==> config.mk <==
export PLATFORM = sky130hd
export DESIGN_NAME = median_5x5_window_scheduler
export DESIGN_NICKNAME = d
export VERILOG_FILES = /design/src/rtl/median_5x5_window_scheduler.sv
export SDC_FILE = /design/constraint.sdc
export NUM_CORES = 1
export LEC_CHECK = 0
export BUFFER_PORTS_ARGS = -buffer_cell sky130_fd_sc_hd__buf_2
export CORE_MARGIN = 1.5
export CORE_UTILIZATION = 55
export CTS_BUF_LIST = sky130_fd_sc_hd__clkbuf_4 sky130_fd_sc_hd__clkbuf_8 sky130_fd_sc_hd__clkbuf_16
export DETAILED_ROUTE_END_ITERATION = 6
export GPL_TIMING_DRIVEN = 0
export PLACE_DENSITY = 0.77
export SYNTH_ARGS = -nofsm -noshare
export SYNTH_HDL_FRONTEND = slang
export SYNTH_SLANG_ARGS = --single-unit
==> constraint.sdc <==
create_clock -name i_clk -period 3 [get_ports i_clk]
set_clock_uncertainty 0.2 [all_clocks]
set_input_delay 0.45 -clock i_clk [delete_from_list [all_inputs] [get_ports i_clk]]
set_output_delay 0.45 -clock i_clk [all_outputs]
set_load 0.01 [all_outputs]
==> src/rtl/median_5x5_window_scheduler.sv <==
// Raster-scan read sequencer for the 5x5 median engine: issues BRAM reads, shifts pixels, flags complete windows.
// Optional stall counter output o_stall_cnt is enabled by defining MEDIAN_SCHED_PERF_EN.
module median_5x5_window_scheduler #(
    parameter int IMG_W  = 64,
    parameter int IMG_H  = 64,
    parameter int ADDR_W = 12,
    localparam int COL_W = $clog2(IMG_W),
    localparam int ROW_W = $clog2(IMG_H)
) (
    input  logic              i_clk,
    input  logic              i_rst_n,
    input  logic              i_start,
    input  logic              i_median_ready,
    output logic              o_bram_en,
    output logic [ADDR_W-1:0] o_bram_addr,
    output logic              o_shift_en,
    output logic              o_window_valid,
    output logic [ROW_W-1:0]  o_center_row,
    output logic [COL_W-1:0]  o_center_col,
    output logic              o_busy,
    output logic              o_done,
    output logic [2:0]        o_state
`ifdef MEDIAN_SCHED_PERF_EN
    ,
    output logic [15:0]       o_stall_cnt
`endif
);

    localparam logic [2:0] S_IDLE   = 3'd0;
    localparam logic [2:0] S_PRIME  = 3'd1;
    localparam logic [2:0] S_STREAM = 3'd2;
    localparam logic [2:0] S_DRAIN  = 3'd3;
    localparam logic [2:0] S_DONE   = 3'd4;

    localparam logic [COL_W-1:0] LAST_COL  = COL_W'(IMG_W - 1);
    localparam logic [ROW_W-1:0] LAST_ROW  = ROW_W'(IMG_H - 1);
    localparam logic [ROW_W-1:0] PRIME_ROW = ROW_W'(3);

    logic [2:0]        state_q, state_d;
    logic [ROW_W-1:0]  row_q, row_d;
    logic [COL_W-1:0]  col_q, col_d;
    logic [ADDR_W-1:0] addr_q, addr_d;
    logic              pend_q, pend_d;
    logic [ROW_W-1:0]  pend_row_q, pend_row_d;
    logic [COL_W-1:0]  pend_col_q, pend_col_d;
    logic              valid_q, valid_d;
    logic [ROW_W-1:0]  crow_q, crow_d;
    logic [COL_W-1:0]  ccol_q, ccol_d;

    logic stall, issue, shift, forms, at_last_pixel, start_ok;

    // Handshake: a window is transferred on any cycle where valid and ready are both high;
    // while valid is low ready is ignored, and valid/centre never change until transferred.
    assign stall         = valid_q && !i_median_ready;
    assign issue         = ((state_q == S_PRIME) || (state_q == S_STREAM)) && !stall;
    assign shift         = pend_q && !stall;
    assign forms         = shift && (pend_row_q >= ROW_W'(4)) && (pend_col_q >= COL_W'(4));
    assign at_last_pixel = (row_q == LAST_ROW) && (col_q == LAST_COL);
    assign start_ok      = (state_q == S_IDLE) && i_start;

    always_comb begin
        state_d    = state_q;
        row_d      = row_q;
        col_d      = col_q;
        addr_d     = addr_q;
        pend_d     = pend_q;
        pend_row_d = pend_row_q;
        pend_col_d = pend_col_q;
        valid_d    = valid_q;
        crow_d     = crow_q;
        ccol_d     = ccol_q;

        case (state_q)
            S_IDLE: begin
                if (i_start) begin
                    state_d = S_PRIME;
                    row_d   = '0;
                    col_d   = '0;
                    addr_d  = '0;
                end
            end
            S_PRIME: begin
                if (issue && (row_q == PRIME_ROW) && (col_q == LAST_COL)) state_d = S_STREAM;
            end
            S_STREAM: begin
                if (issue && at_last_pixel) state_d = S_DRAIN;
            end
            S_DRAIN: begin
                if (!pend_q && (!valid_q || i_median_ready)) state_d = S_DONE;
            end
            S_DONE: state_d = S_IDLE;
            default: state_d = S_IDLE;
        endcase

        // The counters hold at the final pixel so they never run past the frame.
        if (issue) begin
            pend_row_d = row_q;
            pend_col_d = col_q;
            if (!at_last_pixel) begin
                addr_d = addr_q + ADDR_W'(1);
                if (col_q == LAST_COL) begin
                    col_d = '0;
                    row_d = row_q + ROW_W'(1);
                end else begin
                    col_d = col_q + COL_W'(1);
                end
            end
        end

        if (issue)      pend_d = 1'b1;
        else if (shift) pend_d = 1'b0;

        // A new window may replace the accepted one in the same cycle.
        if (forms) begin
            valid_d = 1'b1;
            crow_d  = pend_row_q - ROW_W'(2);
            ccol_d  = pend_col_q - COL_W'(2);
        end else if (valid_q && i_median_ready) begin
            valid_d = 1'b0;
        end
    end

    always_ff @(posedge i_clk or negedge i_rst_n) begin
        if (!i_rst_n) begin
            state_q    <= S_IDLE;
            row_q      <= '0;
            col_q      <= '0;
            addr_q     <= '0;
            pend_q     <= 1'b0;
            pend_row_q <= '0;
            pend_col_q <= '0;
            valid_q    <= 1'b0;
            crow_q     <= '0;
            ccol_q     <= '0;
        end else begin
            state_q    <= state_d;
            row_q      <= row_d;
            col_q      <= col_d;
            addr_q     <= addr_d;
            pend_q     <= pend_d;
            pend_row_q <= pend_row_d;
            pend_col_q <= pend_col_d;
            valid_q    <= valid_d;
            crow_q     <= crow_d;
            ccol_q     <= ccol_d;
        end
    end

`ifdef MEDIAN_SCHED_PERF_EN
    logic [15:0] stall_cnt_q;

    always_ff @(posedge i_clk or negedge i_rst_n) begin
        if (!i_rst_n) begin
            stall_cnt_q <= '0;
        end else if (start_ok) begin
            stall_cnt_q <= '0;
        end else if (stall && (stall_cnt_q != 16'hFFFF)) begin
            stall_cnt_q <= stall_cnt_q + 16'd1;
        end
    end

    assign o_stall_cnt = stall_cnt_q;
`else
    logic unused_start_ok;
    assign unused_start_ok = start_ok;
`endif

    assign o_bram_en      = issue;
    assign o_bram_addr    = addr_q;
    assign o_shift_en     = shift;
    assign o_window_valid = valid_q;
    assign o_center_row   = crow_q;
    assign o_center_col   = ccol_q;
    assign o_busy         = (state_q == S_PRIME) || (state_q == S_STREAM) || (state_q == S_DRAIN);
    assign o_done         = (state_q == S_DONE);
    assign o_state        = state_q;

endmodule

==> flow_summary.yaml <==
setup_path:
  crit_family: "buffers and inverters"
  worstPathRequired_ns: 2.35
  crit_chain: "buf_4 -> xnor2_1 -> or3_1 -> buf_2 -> inv_1 -> buf_2 -> buf_2 -> buf_2"
  crit_type: "flip-flop to primary output"
  end_kind: "primary output"
  cp_slowest_cell: "dfrtp_1"
  worst-path-buf-inv: 6
  critPathMaxStageDelay_ns: 0.39
  cp-start-kind: "flip-flop"
  crit_fanout: 10
  crit_top_cell: "buf_2"
  cp_data_arrival_time_ns: 2.19
floorplanning:
  initial_utilization_pct: 58.02
  die_h_um: 71.48
  rows: 24
  die_x_um: 71.48
  die-area_um2: 5109
  core-area_um2: 4444
  io_pins: 36
grt:
  overflow: 0
  grt_pass1_wl_mm: 8.721
  grt_pass1_vias: 1893
  grt_max_degree: 54
  antenna_found_initial: 0
  grt_usage_pct: 21.66
routing:
  vias: 2058
  post-route-drc-count: 3
  ant_nets: 0
  drt-total-wl_mm: 5.204
  viasPerCell: 5.623
  routedWlPerCell_um: 14.22
  drt_iter0_markers: 161
  firstDrtPassIters: 6
clock_network:
  cts_setup_buffers: 0
  htreeDepth: 2
  cts_resized: 0
  cts_tree: "done"
  cts_hold_buf: 0
  cts_root_buffer: "clkbuf_8"
  clkLatencyLatePin_ns: 0.30
  path_clk_slew_ns: 0.09
  clockBufferDepth: 2
  numCtsBuffers: 5
  cts_sinks: 53
synthesis:
  async_reset_ff_share_pct: 100.0
  ys_ff_latch: 53
  netlist_area_um2: 2579
  ys_warn_count: 0
  syn-num-nets: 280
  synth_seq_area_share_pct: 51.43
  synth_edf_count: 0
  syn_inst: 271
  yosysUniqueCellTypes: 42
  syn_area_per_cell_um2: 9.516
  synthFlopType: "dfrtp_1"
power:
  comb_power_share_pct: 36.7
  switching_power_w: 0.001019
  power_leakage_nw: 1.431
  seq_power_share_pct: 44.9
  p_sw_share_pct: 37.55
  power.clock.fraction_pct: 18.4
  power_density_nw_per_um2: 923.8
  peakVddDrop_mv: 0.5222
  internal-power_w: 0.001696
sta:
  max_freq_mhz: 351.6
  min_period_ns: 2.844
  worst_slew_pin_slew_ns: 1.168
  setup_tns_ns: 0
  finalHoldViolCount: 0
  timing.final.crit_share_pct: 94.80
  relSlewSlack_pct: 22.16
  fin_hold_ws_ns: 0.1852
  rsz0062_at_grt: "no"
  drv_slew: 0
  setup_viol: 0
hold_path:
  hold_class: "input pin to asynchronous set/reset pin"
run_status:
  violations: "design-rule violations"
  status: "finished, violations left"
final_layout:
  layout.nets: 322
  drive_gt1_share_pct: 16.88
  area_growth_pct: 13.97
  final_area_um2: 2939
  antenna_cells: 0
placed_design:
  port_buffers: 35
  dpl-instance-area_um2: 2819
  dp_hpwl_mm: 3.692
  place.gp.congestion: 0.8838
run:
  drv_cap: 0
power groups by stage:
stage               sequential [W]  clock, W  combinational [W]
floorplan                  0.00126         0           0.000632
global placement           0.00123         0           0.000974
detailed placement         0.00123         0            0.00100
CTS                        0.00122  0.000512            0.00101
global route               0.00127  0.000534            0.00116
finish                     0.00122  0.000499           0.000996
worst reg2reg max path, delay by kind of cell (launching register included):
family | cells | cell delay, ns
buf+inv | 2 | 0.40
fa+ha+maj | 1 | 0.24
compound gates | 2 | 0.51
simple gates | 2 | 0.55
flops | 1 | 0.45
final timing paths:
path | depth (start not counted) | end | slack [ns] | from
max | 8 | o_bram_en | 0.16 | o_state[1]
min | 1 | pend_col_q[0] | 0.19 | i_rst_n
max reg2reg | 7 | row_q[4] | 0.55 | col_q[0]
min reg2reg | 2 | o_center_col[4] | 0.28 | o_center_col[4]
max in group asynchronous | 1 | o_bram_addr[11] | 1.71 | i_rst_n
min in group i_clk | 4 | pend_q | 0.24 | i_median_ready
metal layers:
layer	up-vias	part of all wire [%]	global-route usage (%)
met1	979	45	27.60
met4	0	0.60	3.774
met5	-	0	0
li1	1031	-	-
met3	4	3.7	4.219
met2	44	51	39.04
cell families after synthesis:
logic type	count (synthesis)	synth area share, %
fa+ha+maj	5	2.426
mux	14	5.531
simple gates	121	22.90
compound gates	45	11.06
xor+xnor	8	2.717
flops	53	51.43
buf+inv	25	3.930
synthesized netlist by cell type, types with 4 or more instances:
cell type  number  share of area (%)
ha_1            5                2.4
inv_1          10                1.5
xnor2_1         6                2.0
mux2i_1        12                4.7
a21oi_1         5               0.97
nor3_1          4               0.78
and2_1          4               0.97
o21ai_0        21                4.1
dfrtp_1        53                 51
nor2_1          9                1.3
nand2_1        58                8.4
nand4_1         7                1.7
clkbuf_1       11                1.6
nand3_1        15                2.9
cell type report:
| type | instances | area [µm²] |
|---|---|---|
| Clock buffer | 7 | 90.09 |
| Tap cell | 52 | 65.06 |
| Fill cell | 378 | 1505 |
| Clock inverter | 1 | 30.03 |
| Sequential cell | 53 | 1326 |
| Inverter | 10 | 37.54 |
| Timing Repair Buffer | 35 | 175.2 |
| Multi-Input combinational cell | 193 | 1151 |
| Buffer | 15 | 63.81 |
state kept, by name, indices dropped and copies added, names as in the netlist:
register	count
o_window_valid	1
pend_col_q	6
col_q	6
o_bram_addr	12
o_center_row	6
o_state	3
pend_row_q	6
row_q	6
pend_q	1
o_center_col	6
cells in the final DEF (no fill, tap or decap), drive strengths merged, types with 2 or more instances in the layout:
cell     n
nor2b    3
o21ai   21
mux2i   12
o311ai   2
o31ai    2
ha       5
nand4    7
inv     10
nor2     9
or3      2
and2     4
or2      2
or4      4
a21o     2
nand3   15
and4     3
a21oi    5
clkbuf  18
o211ai   3
buf     39
a311oi   2
dfrtp   53
and3     3
xnor2    6
nand2   58
nor3     4
nand2b   2
xor2     2
mux2     2
nor4b    3
through the flow:
stage	power [W]	utilization, %	cells	setup WS [ns]
5_1_grt	0.002954	66.13	366	0.04024
2_1_floorplan	0.001890	-	271	0.7385
6_report	0.002715	66.13	366	0.1561
3_3_place_gp	0.002202	63.43	358	0.4863
4_1_cts	0.002745	66.13	366	0.1442
3_5_place_dp	0.002240	63.43	358	0.4845
Note: power is estimated with default switching activity, not from simulation.
